===== config.mk =====
export PLATFORM = sky130hd
export DESIGN_NAME = wb_byte_bridge
export DESIGN_NICKNAME = d
export VERILOG_FILES = /design/src/rtl/wb_byte_bridge.sv
export SDC_FILE = /design/constraint.sdc
export NUM_CORES = 1
export LEC_CHECK = 0
export BUFFER_PORTS_ARGS = -buffer_cell sky130_fd_sc_hd__buf_2
export CORE_MARGIN = 3
export CORE_UTILIZATION = 49
export DETAILED_ROUTE_END_ITERATION = 8
export PLACE_DENSITY = 0.86
export RECOVER_POWER = 25
export SETUP_SLACK_MARGIN = 0.02
export SLEW_MARGIN = 20
export SYNTH_ARGS = -nofsm -noshare
export SYNTH_HDL_FRONTEND = slang
export SYNTH_SLANG_ARGS = --single-unit

===== constraint.sdc =====
create_clock -name wb_clk_i -period 1.9 [get_ports wb_clk_i]
set_input_delay 0.19 -clock wb_clk_i [delete_from_list [all_inputs] [get_ports wb_clk_i]]
set_output_delay 0.19 -clock wb_clk_i [all_outputs]
set_load 0.02 [all_outputs]

===== src/rtl/wb_byte_bridge.sv =====
// wb_byte_bridge: converts single-byte host reads/writes into 16-bit Wishbone
// classic cycles. A one-word read buffer serves repeated reads of the same
// word without touching the bus. Writes go to the bus and also update the
// buffer when they hit the same word. A bus cycle that gets no ack within
// TIMEOUT cycles is aborted and reported through host_err.
//
// Handshake: host_req is sampled only while host_busy=0, with no queueing.
// Every accepted request ends with exactly one single-cycle host_done pulse.
// host_err qualifies that pulse. Reset is the one exception: a reset ends a
// request with no pulse. On the Wishbone side cyc/stb stay high until
// wb_ack_i or the timeout. An ack seen outside a bus cycle is ignored.
module wb_byte_bridge #(
    parameter int HOST_ADDR_WIDTH = 25,
    parameter int WB_ADDR_WIDTH   = 24,
    parameter int TIMEOUT         = 255,
    parameter int BUF_EN          = 1
) (
    input  logic                       wb_clk_i,
    input  logic                       wb_rst_n_i,
    input  logic                       host_req,
    input  logic                       host_we,
    input  logic [HOST_ADDR_WIDTH-1:0] host_addr,
    input  logic [7:0]                 host_wdata,
    input  logic                       host_flush,
    output logic [7:0]                 host_rdata,
    output logic                       host_done,
    output logic                       host_err,
    output logic                       host_busy,
    output logic                       wb_cyc_o,
    output logic                       wb_stb_o,
    output logic                       wb_we_o,
    output logic [WB_ADDR_WIDTH-1:0]   wb_adr_o,
    output logic [15:0]                wb_dat_o,
    output logic [1:0]                 wb_sel_o,
    input  logic [15:0]                wb_dat_i,
    input  logic                       wb_ack_i,
    output logic [1:0]                 dbg_state_o
);

    localparam int TW = $clog2(TIMEOUT + 1);

    typedef enum logic [1:0] {
        S_IDLE = 2'd0,
        S_HIT  = 2'd1,
        S_BUS  = 2'd2,
        S_DONE = 2'd3
    } state_e;

    state_e                     state_q, state_d;
    logic                       run_q;
    logic                       cyc_q, cyc_d;
    logic                       we_q, we_d;
    logic [WB_ADDR_WIDTH-1:0]   adr_q, adr_d;
    logic [1:0]                 sel_q, sel_d;
    logic [15:0]                dat_q, dat_d;
    logic                       lsb_q, lsb_d;
    logic [7:0]                 wdata_q, wdata_d;
    logic [TW-1:0]              tcnt_q, tcnt_d;
    logic                       done_q, done_d;
    logic                       err_q, err_d;
    logic                       busy_q, busy_d;
    logic [7:0]                 rdata_q, rdata_d;
    logic                       bvalid_q, bvalid_d;
    logic [WB_ADDR_WIDTH-1:0]   btag_q, btag_d;
    logic [15:0]                bdata_q, bdata_d;
    logic                       hit;

    function automatic logic [7:0] pick_byte(input logic [15:0] w, input logic hi);
        return hi ? w[15:8] : w[7:0];
    endfunction

    // A read can be served from the buffer only if this cycle's flush does not kill it.
    assign hit = (BUF_EN != 0) && bvalid_q && !host_flush &&
                 (btag_q == host_addr[HOST_ADDR_WIDTH-1:1]);

    // Reset release gate: the first edge after deassertion arms it, so requests are taken from the second edge.
    always_ff @(posedge wb_clk_i or negedge wb_rst_n_i) begin
        if (!wb_rst_n_i) run_q <= 1'b0;
        else             run_q <= 1'b1;
    end

    // State and registered outputs.
    always_ff @(posedge wb_clk_i or negedge wb_rst_n_i) begin
        if (!wb_rst_n_i) begin
            state_q  <= S_IDLE;
            cyc_q    <= 1'b0;
            we_q     <= 1'b0;
            adr_q    <= '0;
            sel_q    <= 2'b00;
            dat_q    <= 16'h0000;
            lsb_q    <= 1'b0;
            wdata_q  <= 8'h00;
            tcnt_q   <= '0;
            done_q   <= 1'b0;
            err_q    <= 1'b0;
            busy_q   <= 1'b0;
            rdata_q  <= 8'h00;
            bvalid_q <= 1'b0;
            btag_q   <= '0;
            bdata_q  <= 16'h0000;
        end else begin
            state_q  <= state_d;
            cyc_q    <= cyc_d;
            we_q     <= we_d;
            adr_q    <= adr_d;
            sel_q    <= sel_d;
            dat_q    <= dat_d;
            lsb_q    <= lsb_d;
            wdata_q  <= wdata_d;
            tcnt_q   <= tcnt_d;
            done_q   <= done_d;
            err_q    <= err_d;
            busy_q   <= busy_d;
            rdata_q  <= rdata_d;
            bvalid_q <= bvalid_d;
            btag_q   <= btag_d;
            bdata_q  <= bdata_d;
        end
    end

    // Next-state logic. Outputs are computed for the state being entered, so they line up with it.
    always_comb begin
        state_d  = state_q;
        cyc_d    = cyc_q;
        we_d     = we_q;
        adr_d    = adr_q;
        sel_d    = sel_q;
        dat_d    = dat_q;
        lsb_d    = lsb_q;
        wdata_d  = wdata_q;
        tcnt_d   = tcnt_q;
        done_d   = 1'b0;
        err_d    = 1'b0;
        rdata_d  = rdata_q;
        bvalid_d = host_flush ? 1'b0 : bvalid_q;
        btag_d   = btag_q;
        bdata_d  = bdata_q;

        case (state_q)
            S_IDLE: begin
                if (host_req && run_q) begin
                    we_d    = host_we;
                    lsb_d   = host_addr[0];
                    wdata_d = host_wdata;
                    adr_d   = host_addr[HOST_ADDR_WIDTH-1:1];
                    sel_d   = host_addr[0] ? 2'b10 : 2'b01;
                    if (!host_we && hit) begin
                        state_d = S_HIT;
                        done_d  = 1'b1;
                        rdata_d = pick_byte(bdata_q, host_addr[0]);
                    end else begin
                        state_d = S_BUS;
                        cyc_d   = 1'b1;
                        tcnt_d  = '0;
                        dat_d   = host_we ? {host_wdata, host_wdata} : 16'h0000;
                    end
                end
            end
            S_BUS: begin
                tcnt_d = tcnt_q + TW'(1);
                if (wb_ack_i) begin
                    cyc_d   = 1'b0;
                    state_d = S_DONE;
                    done_d  = 1'b1;
                    if (!we_q) begin
                        rdata_d = pick_byte(wb_dat_i, lsb_q);
                        if (BUF_EN != 0) begin
                            // The load overrides a flush in the same cycle.
                            bvalid_d = 1'b1;
                            btag_d   = adr_q;
                            bdata_d  = wb_dat_i;
                        end
                    end else if (btag_q == adr_q) begin
                        if (lsb_q) bdata_d[15:8] = wdata_q;
                        else       bdata_d[7:0]  = wdata_q;
                    end
                end else if (tcnt_d == TW'(TIMEOUT)) begin
                    cyc_d   = 1'b0;
                    state_d = S_DONE;
                    done_d  = 1'b1;
                    err_d   = 1'b1;
                    rdata_d = 8'hFF;
                end
            end
            S_HIT, S_DONE: begin
                state_d = S_IDLE;
            end
            default: begin
                state_d = S_IDLE;
            end
        endcase

        busy_d = (state_d != S_IDLE);
    end

    assign wb_cyc_o    = cyc_q;
    assign wb_stb_o    = cyc_q;
    assign wb_we_o     = we_q;
    assign wb_adr_o    = adr_q;
    assign wb_sel_o    = sel_q;
    assign wb_dat_o    = dat_q;
    assign host_done   = done_q;
    assign host_err    = err_q;
    assign host_busy   = busy_q;
    assign host_rdata  = rdata_q;
    assign dbg_state_o = state_q;

endmodule


==> results.toml <==
[yosys]
syn-cell-area_um2 = 5220
syn_avg_cell_area_um2 = 10.5
syn-instance-count = 497
synth_top_cell_area_share_pct = 51.3
synth-edff-count = 0
synth_top_area_cell = "dfrtp_1"
synth_seq_cells = 107
yosys_warnings = 0
yosysSeqAreaShare_pct = 51.3
syn_nets = 554
yosys-top-cells-area = "dfrtp_1 (51%), mux2_2 (10%), nand2_1 (8.2%)"
netlist-cell-type-count = 42
async_flop_share_pct = 100
ys.flop_type = "dfrtp_1"

[floorplanning]
rows = 37
die_w_um = 109
initial_utilization_pct = 50.6
die-area_um2 = 11900
io_pins = 113
die_h_um = 109
coreArea_um2 = 10300

[route]
antenna_left = 0
via_per_inst = 5.34
routedWlPerCell_um = 17.3
drtIter0Drc = 241
remaining_drc_errors = 0
drt-total-wl_um = 13800
vias = 4258
first_pass_iters = 5

[worst_setup_path]
critical_path_arrival_ps = 2440
r2r_start = "btag_q[22]"
cp_data_required_time_ps = 2170
cpPeakStageDelay_ps = 410
slowest_stage = "dfrtp_1"
path_max_fanout = 8
cp-end-kind = "register"
worstSetupPathType = "reg -> reg"
critPathLaunch = "btag_q[22]"
cp-start-kind = "register"
cp_cell_sequence = "xor2_1 -> nor4_2 -> nand4_1 -> nor4_4 -> buf_4 -> o2bb2ai_4 -> mux2_4"

[run]
cap_violations = 0

[cts]
max-clock-path-buffers = 2
cts_sinks = 107
clk_pin_slew_ps = 100
cts_tree = "yes"
cts_htree_levels = 3
insertion_delay_ps = 370
root_buffer = "clkbuf_8"
cts_made_buffers = 9

[final_layout]
fin_cells = 798
drive_gt1_share_pct = 41.2
multiInputGateArea_um2 = 2470
syn2layout_area_growth_pct = 29.9
final_util_pct = 65.7
regArea_um2 = 2680
nNetsFinal = 714
fill_cells = 752
antenna_cells = 0

[place]
dp_hpwl_um = 9780
port-buffer-count = 112
numPlacedInstances = 772
gp_congestion = 0.833

[timing]
max_freq_mhz = 459
worstMarginPinSlew_ps = 789
hold_viol_final = 0
fin_hold_ws_ps = 37.4
max-slew-margin-rel_pct = 47.4
slew_violations = 0
worst_slack_ps = -278
fin_worst_skew_ps = 10.3
min_period_ps = 2180
post-route-period-util_pct = 115
rsz0062_at_grt = "yes"
setup_viol = 44

[grt]
track_usage_pct = 23.9
grt_pass1_vias = 4379
grt_max_degree = 40
grt_pass1_wl_um = 21900
gr-total-overflow = 0
antenna_found_initial = 0

[pwr]
peakVddDrop_mv = 0.850
p_int_w = 0.00701
pwr-share-comb_pct = 49.5
power_frac_seq_pct = 35.5
power.switching_w = 0.00458
p_total_w = 0.0116
clkPwrFrac_pct = 15.1
power_density_nw_per_um2 = 1710
swShare_pct = 39.5
leakage_nw = 3.53

[outcome]
violations = "negative setup slack"
status = "finished with violations"

[min_path]
min_from = "host_wdata[1]"
hold_path.class = "in -> reg"
==> power by group through the flow <==
stage	Sequential [W]	Clock, W	Combinational (W)
floorplan	0.00467	0	0.00284
global placement	0.00403	0	0.00513
detailed placement	0.00412	0	0.00531
CTS	0.00409	0.00177	0.00558
global route	0.00423	0.00187	0.00616
finish	0.00411	0.00175	0.00574
==> synth_stat cells (2+ instances only) <==
master / n
a22o_1: 9
nand2b_1: 2
dfrtp_1: 107
o22ai_1: 2
xnor2_1: 18
nor4_2: 2
ha_1: 2
nor2b_1: 3
buf_2: 3
mux2i_1: 16
nor2_1: 7
clkbuf_1: 15
nand4_1: 4
and2_1: 2
o21ai_0: 27
xor2_1: 35
nand2_1: 114
inv_1: 20
nand3_1: 10
nor3_1: 3
buf_4: 12
mux2_2: 47
a21oi_1: 4
a22oi_1: 8
nor4_1: 7
a21o_1: 2
==> worst max-delay path, delay by kind of cell, from the launching register on <==
| family | cells | cell delay, ps |
|---|---|---|
| AOI/OAI and AO/OA | 1 | 130 |
| xor gates and xnor gates | 1 | 160 |
| buffers and inverters | 1 | 160 |
| DFF | 1 | 410 |
| muxes | 1 | 330 |
| and+or+nand+nor | 3 | 890 |
==> placed cells by master (no fill, tap or decap), drive strengths merged, types with 5 or more instances in the layout <==
master  Yosys  routed
mux2       48      48
a21oi       5       5
inv        21      21
xnor2      18      18
a22o        9       9
nand4       5       5
nand2     115     115
clkbuf     15      16
mux2i      16      16
dfrtp     107     107
xor2       35      35
buf        17     176
a22oi       8       8
nor4        9       9
o21ai      27      27
nor2        8       8
nand3      10      10
==> final timing paths <==
kind,end,slack [ps],cells past startpoint
max,host_rdata[0],-280,7
min,wdata_q[1],40,3
max reg2reg,host_rdata[0],-280,7
min reg2reg,wdata_q[7],490,2
max in group asynchronous,dbg_state_o[1],360,3
min in group asynchronous,btag_q[11],430,2
==> per-layer routing <==
layer / wire (um) / GRT usage, % / vias up
met5: 0 / 0 / -
met4: 372 / 10.6 / 0
met3: 665 / 4.85 / 31
met2: 7000 / 39.5 / 147
met1: 5800 / 30.3 / 2114
li1: - / - / 1966
==> flip-flops by register name, summed over array words and instances (netlist names) <==
signal	flops
wb_adr_o	24
wb_dat_o	8
host_done	1
bvalid_q	1
btag_q	24
host_rdata	8
wb_cyc_o	1
wb_sel_o	2
wdata_q	8
wb_we_o	1
bdata_q	16
host_busy	1
run_q	1
tcnt_q	8
dbg_state_o	2
host_err	1
==> cells by family after synthesis <==
| group | count (synthesis) | synth area share, % |
|---|---|---|
| buf+inv | 53 | 4.89 |
| simple gates | 161 | 13.7 |
| fa+ha+maj | 2 | 0.479 |
| mux | 64 | 13.5 |
| flops | 107 | 51.3 |
| xor+xnor | 53 | 8.89 |
| other cells | 1 | 0.0718 |
| compound gates | 56 | 7.26 |
==> stage by stage <==
stage	setup TNS, ps	setup slack [ps]	area, um2
2_1_floorplan	-2420	-194	5310
3_3_place_gp	-7470	-245	6330
3_5_place_dp	-10780	-322	6330
4_1_cts	-9150	-294	6720
5_1_grt	-14620	-410	6790
6_report	-9820	-278	6790
==> cell type report <==
type                       instances  share of cell area, %
sequential                       107                   39.5
multi-input combinational        337                   36.4
timing repair buffer             181                   16.5
tap                              136                   2.51
clock buffer                      12                   2.43
clock inverter                     4                   1.40
inverter                          21                   1.20
==> what timing repair did <==
action / 4_1_cts / 5_1_grt
pin swaps: 17 / 4
cloned: 1 / 0
hold endpoints to repair: 30 / 0
endpoints found under the setup margin: 48 / 68
hold buffers: 1 / 0
buffers inserted: 5 / 3
resized for setup: 26 / 17
Power figures use the tool's default switching activity.
